`src/rtl/psram_pkg.sv`:
```
// Shared types and constants for the asynchronous-mode PSRAM controller.
package psram_pkg;

    localparam int ADDR_W        = 23;
    localparam int DATA_W        = 16;
    localparam int T_PWRUP_DEF   = 15000;
    localparam int T_RC_DEF      = 7;
    localparam int T_REC_DEF     = 2;
    localparam int FAST_INIT_CYC = 16;

    typedef enum logic [2:0] {
        ST_INIT,
        ST_IDLE,
        ST_RD_ACC,
        ST_WR_ACC,
        ST_RECOV
    } state_t;

    typedef struct packed {
        logic [ADDR_W-1:0] addr;
        logic [DATA_W-1:0] data;
    } req_t;

    typedef struct packed {
        logic ce_n;
        logic oe_n;
        logic we_n;
        logic ub_n;
        logic lb_n;
        logic dq_oe;
    } strb_t;

    localparam strb_t STRB_OFF = '{ce_n: 1'b1, oe_n: 1'b1, we_n: 1'b1,
                                   ub_n: 1'b1, lb_n: 1'b1, dq_oe: 1'b0};

    function automatic int max2(input int a, input int b);
        return (a > b) ? a : b;
    endfunction

endpackage

```
`src/rtl/psram_timer.sv`:
```
// Loadable down-counter shared by every controller state; saturates at zero.
module psram_timer #(
    parameter int             W       = 4,
    parameter logic [W-1:0]   RST_VAL = '0
) (
    input  logic         clk,
    input  logic         reset,
    input  logic         load,
    input  logic [W-1:0] load_val,
    output logic [W-1:0] value,
    output logic         done
);

    logic [W-1:0] count_q, count_d;

    always_comb begin
        count_d = count_q;
        if (load)
            count_d = load_val;
        else if (count_q != '0)
            count_d = count_q - 1'b1;
    end

    always_ff @(posedge clk) begin
        if (reset)
            count_q <= RST_VAL;
        else
            count_q <= count_d;
    end

    assign value = count_q;
    assign done  = (count_q == '0);

endmodule

```
`src/rtl/psram_ctrl.sv`:
```
// Asynchronous-mode PSRAM controller, single-word accesses with cycle-counted timing.
// Define PSRAM_CTRL_FAST_INIT_EN to shorten power-up to 16 cycles (simulation only).
module psram_ctrl
    import psram_pkg::*;
#(
    parameter int T_PWRUP = T_PWRUP_DEF,
    parameter int T_RC    = T_RC_DEF,
    parameter int T_REC   = T_REC_DEF
) (
    input  logic              clk,
    input  logic              reset,
    input  logic              rd,
    input  logic              wr,
    input  logic              ub,
    input  logic              lb,
    input  logic [ADDR_W-1:0] addr,
    input  logic [DATA_W-1:0] data_in,
    output logic [DATA_W-1:0] data_out,
    output logic              data_ok,
    output logic              op_begun,
    output logic              op_finished,
    output logic              ctrlr_good,
    output logic [ADDR_W-1:0] mem_addr,
    input  logic [DATA_W-1:0] mem_dq_i,
    output logic [DATA_W-1:0] mem_dq_o,
    output logic              mem_dq_oe,
    output logic              mem_ce_n,
    output logic              mem_oe_n,
    output logic              mem_we_n,
    output logic              mem_ub_n,
    output logic              mem_lb_n,
    output logic              mem_adv_n,
    output logic              mem_cre,
    output logic              mem_clk
);

`ifdef PSRAM_CTRL_FAST_INIT_EN
    localparam int INIT_CYC = FAST_INIT_CYC;
`else
    localparam int INIT_CYC = T_PWRUP;
`endif
    localparam int CNT_W = $clog2(max2(max2(T_PWRUP, INIT_CYC), max2(T_RC, T_REC)) + 1);

    state_t            state_q, state_d;
    strb_t             strb_q, strb_d;
    req_t              req_q, req_d;
    logic [DATA_W-1:0] data_out_q, data_out_d;
    logic              data_ok_q, data_ok_d;
    logic              op_begun_q, op_begun_d;
    logic              op_finished_q, op_finished_d;
    logic              good_q, good_d;

    logic              tmr_load;
    logic [CNT_W-1:0]  tmr_val;
    logic [CNT_W-1:0]  tmr_value;
    logic              tmr_done;

    // Loading INIT_CYC at reset makes ctrlr_good rise INIT_CYC+1 cycles after release.
    psram_timer #(
        .W       (CNT_W),
        .RST_VAL (CNT_W'(INIT_CYC))
    ) u_timer (
        .clk      (clk),
        .reset    (reset),
        .load     (tmr_load),
        .load_val (tmr_val),
        .value    (tmr_value),
        .done     (tmr_done)
    );

    always_comb begin
        state_d       = state_q;
        strb_d        = strb_q;
        req_d         = req_q;
        data_out_d    = data_out_q;
        data_ok_d     = 1'b0;
        op_begun_d    = 1'b0;
        op_finished_d = 1'b0;
        good_d        = good_q;
        tmr_load      = 1'b0;
        tmr_val       = '0;
        case (state_q)
            ST_INIT: begin
                if (tmr_done) begin
                    state_d = ST_IDLE;
                    good_d  = 1'b1;
                end
            end
            ST_IDLE: begin
                if (rd || wr) begin
                    state_d      = rd ? ST_RD_ACC : ST_WR_ACC;
                    tmr_load     = 1'b1;
                    tmr_val      = CNT_W'(T_RC - 1);
                    op_begun_d   = 1'b1;
                    req_d.addr   = addr;
                    req_d.data   = data_in;
                    strb_d.ce_n  = 1'b0;
                    strb_d.oe_n  = !rd;
                    strb_d.we_n  = rd;
                    strb_d.dq_oe = !rd;
                    strb_d.ub_n  = !ub;
                    strb_d.lb_n  = !lb;
                end
            end
            ST_RD_ACC: begin
                if (tmr_done) begin
                    state_d    = ST_RECOV;
                    tmr_load   = 1'b1;
                    tmr_val    = CNT_W'(T_REC - 1);
                    data_out_d = mem_dq_i;
                    data_ok_d  = 1'b1;
                    strb_d     = STRB_OFF;
                end
            end
            ST_WR_ACC: begin
                // Release WE one cycle early so data is held past the write strobe.
                if (tmr_value == CNT_W'(1))
                    strb_d.we_n = 1'b1;
                if (tmr_done) begin
                    state_d  = ST_RECOV;
                    tmr_load = 1'b1;
                    tmr_val  = CNT_W'(T_REC - 1);
                    strb_d   = STRB_OFF;
                end
            end
            ST_RECOV: begin
                if (tmr_done) begin
                    state_d       = ST_IDLE;
                    op_finished_d = 1'b1;
                end
            end
            default: state_d = ST_INIT;
        endcase
    end

    always_ff @(posedge clk) begin
        if (reset) begin
            state_q       <= ST_INIT;
            strb_q        <= STRB_OFF;
            req_q         <= '0;
            data_out_q    <= '0;
            data_ok_q     <= 1'b0;
            op_begun_q    <= 1'b0;
            op_finished_q <= 1'b0;
            good_q        <= 1'b0;
        end else begin
            state_q       <= state_d;
            strb_q        <= strb_d;
            req_q         <= req_d;
            data_out_q    <= data_out_d;
            data_ok_q     <= data_ok_d;
            op_begun_q    <= op_begun_d;
            op_finished_q <= op_finished_d;
            good_q        <= good_d;
        end
    end

    assign data_out    = data_out_q;
    assign data_ok     = data_ok_q;
    assign op_begun    = op_begun_q;
    assign op_finished = op_finished_q;
    assign ctrlr_good  = good_q;
    assign mem_addr    = req_q.addr;
    assign mem_dq_o    = req_q.data;
    assign mem_dq_oe   = strb_q.dq_oe;
    assign mem_ce_n    = strb_q.ce_n;
    assign mem_oe_n    = strb_q.oe_n;
    assign mem_we_n    = strb_q.we_n;
    assign mem_ub_n    = strb_q.ub_n;
    assign mem_lb_n    = strb_q.lb_n;
    assign mem_adv_n   = 1'b0;
    assign mem_cre     = 1'b0;
    assign mem_clk     = 1'b0;

endmodule

```
`config.mk`:
```
export PLATFORM = sky130hd
export DESIGN_NAME = psram_ctrl
export DESIGN_NICKNAME = d
export VERILOG_FILES = /design/src/rtl/psram_pkg.sv /design/src/rtl/psram_timer.sv /design/src/rtl/psram_ctrl.sv
export SDC_FILE = /design/constraint.sdc
export NUM_CORES = 1
export LEC_CHECK = 0
export ABC_AREA = 1
export BUFFER_PORTS_ARGS = -buffer_cell sky130_fd_sc_hd__buf_2
export CAP_MARGIN = 20
export CORE_ASPECT_RATIO = 1.5
export CORE_MARGIN = 5
export CORE_UTILIZATION = 44
export CTS_CLUSTER_DIAMETER = 60
export CTS_CLUSTER_SIZE = 40
export DETAILED_ROUTE_END_ITERATION = 10
export PLACE_DENSITY_LB_ADDON = 0.08
export REMOVE_ABC_BUFFERS = 1
export SETUP_SLACK_MARGIN = 0.02
export SLEW_MARGIN = 10
export SYNTH_ARGS = -nofsm -noshare
export SYNTH_HDL_FRONTEND = slang
export SYNTH_SLANG_ARGS = --single-unit
```
`constraint.sdc`:
```
create_clock -name clk -period 1.7 [get_ports clk]
set_input_delay 0.255 -clock clk [delete_from_list [all_inputs] [get_ports clk]]
set_output_delay 0.255 -clock clk [all_outputs]
set_load 0.02 [all_outputs]
```
==> run_results.csv <==
group,metric,value,unit
pwr,p_per_area,890,nW/um^2
clock_tree,clock_latency,0.35,ns
clock_tree,cts_buffer_depth,2,
synth,synth-edff-count,0,
clock_tree,clkSlewWorstSetupHoldPaths,0.08,ns
timing,finalCritPeriodShare,0.926,
floorplanning,fp.dieW,80.8,um
worst_setup_path,critPathMaxStageDelay,0.33,ns
synth,ys_seq_elements,82,
synth,yosysWarnings,0,
detailed_routing,antenna_left,0,
clock_tree,cts_tree,"built",
global_route,grt_pass1_vias,3135,
status,status,"complete, no violations",
global_route,grt_pass1_wl,13.8,mm
timing,max_freq,635,MHz
pwr,clkPwrFrac,0.437,
finish,n_antenna_cell,0,
finish,utilization,0.592,
place,pre_cts_slack,0.0786,ns
finish,fillers,731,
finish,fin_area,4300,sq um
timing,setup_viol,0,
worst_setup_path,critPathMaxFanout,7,
timing,drv_slew,0,
detailed_routing,firstDrtPassIters,4,
pwr,power.total,3830,uW
pwr,p_sw,811,uW
clock_tree,cts-root-buf,"clkbuf_8",
floorplanning,die_h,116,um
synth,synth_cells,447,
timing,worst_hold_slack,0.120,ns
pwr,power.leakage,0.00217,uW
synth,synthTopCellsByArea,"dfxtp_1 (50%), nor2_1 (12%), nand2_1 (10%)",
min_path,hold_path_class,"input pin to flip-flop",
timing,fin_skew,0.00825,ns
worst_setup_path,path_class,"flip-flop to flip-flop",
detailed_routing,drt_wl_total,8.44,mm
detailed_routing,vias,3187,
clock_tree,cts_buffers,9,
floorplanning,io_pins,129,
clock_tree,cts_hold_buf,0,
place,placed_area,4020,sq um
synth,ys_dominant_reg_cell,"dfxtp_1",
place,io_buffers,125,
finish,layout.nets,634,
synth,synth.cell_area,3310,sq um
pwr,swShare,0.212,
floorplanning,fp.coreArea,7270,sq um
timing,fin_ws,0.126,ns
synth,synth_top_cell_by_area,"dfxtp_1",
place,dp_hpwl,5.99,mm
global_route,grt_overflow,0,
floorplanning,fp.dieArea,9390,sq um
finish,multi_input_area,1460,sq um
worst_setup_path,crit_family,"simple AND/OR/NAND/NOR gates",
detailed_routing,wl_per_cell,12.5,um
worst_setup_path,critPathBufInv,2,
synth,avgSynthCellArea,7.40,sq um
synth,synth_cell_type_count,30,
timing,period_minus_slack,1.57,ns
global_route,antenna_found_initial,0,
place,gp_congestion,0.798,
pwr,p_int,3020,uW
synth,synthArstFlopShare,0,
floorplanning,rows,38,
global_route,grt_max_degree,56,
worst_setup_path,start_kind,"flip-flop",
synth,seq_area_frac_synth,0.496,
clock_tree,ctsHtreeMaxLevel,3,
finish,seqCellArea,1640,sq um
pwr,ir_drop,0.583,mV
worst_setup_path,crit_required,1.98,ns
finish,drive_above_1_share,0.302,
worst_setup_path,worstPathCellList,"inv_1, ha_4, nand2_1, nor2_4, nand2_4, nor2_4, buf_4, nand2_1, a21oi_2",
timing,hold_viol_final,0,
worst_setup_path,crit_path_top_delay_cell,"dfxtp_1",
pwr,p_comb_frac,0.055,
flow_run,drv_cap,0,
pwr,p_seq_frac,0.509,
detailed_routing,drc,0,
synth,synth_top_area_frac,0.496,
worst_setup_path,crit_path_end_kind,"flip-flop",
global_route,grt_use_total,0.186,
clock_tree,cts_sinks,82,
detailed_routing,viasPerCell,4.71,
floorplanning,initial_core_util,0.455,
detailed_routing,drt-initial-drc-count,175,
worst_setup_path,arrival,1.86,ns
finish,area_delta_synth_final,30.1,%
timing,rsz0062_at_grt,"yes",
## worst register-to-register path, delay by kind of cell, from the launching register on
family                   cells  cell delay, ns
buffers and inverters        2            0.29
flip-flops                   1            0.33
AND/OR/NAND/NOR              5            0.60
AO/OA/AOI/OAI                1            0.13
adder cells (fa/ha/maj)      1            0.16
## final cells by class
class	count	area share
sequential	82	0.381
multi-input combinational	315	0.340
tap	100	0.0291
clock inverter	3	0.0160
inverter	28	0.0250
timing repair buffer	135	0.167
clock buffer	13	0.0416
## state kept, by name, indices dropped and copies added (netlist names), 3 cells and up
name	count
data_out	16
mem_addr	23
mem_dq_o	16
state_q	3
u_timer.value	14
## path summary, 6_finish.rpt
| check | slack, ns | from | depth (start not counted) | end |
|---|---|---|---|---|
| worst max-delay path | 0.13 | u_timer.value[1] | 9 | data_out[8] |
| worst max register to register | 0.13 | u_timer.value[1] | 9 | data_out[8] |
| worst min-delay path | 0.12 | data_in[7] | 3 | mem_dq_o[7] |
| worst min register to register | 0.44 | mem_ce_n | 2 | mem_ce_n |
## cells by family after synthesis
kind of cell | Yosys count | synth area share
flip-flops | 82 | 0.496
adder cells (fa/ha/maj) | 2 | 0.00756
AO/OA/AOI/OAI | 70 | 0.116
AND/OR/NAND/NOR | 238 | 0.302
XOR/XNOR | 2 | 0.00530
other | 1 | 0.00113
buffers and inverters | 52 | 0.0722
## timing repair
item                                    4_1_cts  5_1_grt
endpoints found under the setup margin        0       34
resized for setup                             0       10
buffers inserted                              0        1
## synth_stat cells, types with 2 or more instances
cell type,n
a21oi_1,16
a21oi_2,6
buf_2,2
buf_4,3
buf_6,4
clkbuf_1,15
dfxtp_1,82
ha_1,2
inv_1,25
inv_2,2
nand2_1,90
nand2_2,2
nand2_4,3
nand3_1,16
nand4_1,10
nor2_1,107
nor2_2,2
nor2_4,2
nor3_1,3
o21ai_0,43
or2_2,2
xor2_1,2
## power by group through the flow
stage / clock [uW] / combinational, uW / sequential (uW)
CTS: 1730 / 200 / 1950
finish: 1670 / 209 / 1950
global route: 1820 / 238 / 1950
detailed placement: 0 / 200 / 1990
floorplan: 0 / 89.0 / 1990
global placement: 0 / 198 / 1990
## per-stage QoR
| stage | TNS (ns) | cells |
|---|---|---|
| 2_1_floorplan | -31.98 | 425 |
| 3_3_place_gp | 0 | 659 |
| 3_5_place_dp | 0 | 659 |
| 4_1_cts | 0 | 675 |
| 5_1_grt | -0.0504 | 676 |
| 6_report | 0 | 676 |
## cell usage in the layout (no fill, tap or decap), types with 2 or more instances in the layout
master     count
nor3_1         3
a21oi_1       16
clkbuf_8      13
nand3_1       16
buf_2        125
nor2_2         4
conb_1         3
dfxtp_1       82
inv_1         24
inv_2          2
xor2_1         2
buf_4          7
nor2_4         2
nand4_1       10
or2_2          2
o21ai_0       42
nand2_4        2
nand2_1       90
nor2_1       105
buf_6          2
nand2_2        2
bufinv_16      2
a21oi_2        6
## layer usage
layer / vias up / share of wire / GRT usage / wire length [um]
met5: - / 0 / 0 / 0
met4: 0 / 0.015 / 0.0755 / 129
met3: 12 / 0.081 / 0.0694 / 685
met2: 89 / 0.49 / 0.318 / 4160
met1: 1426 / 0.41 / 0.207 / 3460
li1: 1660 / - / - / -
No activity file was read; power rests on OpenSTA's default activity.
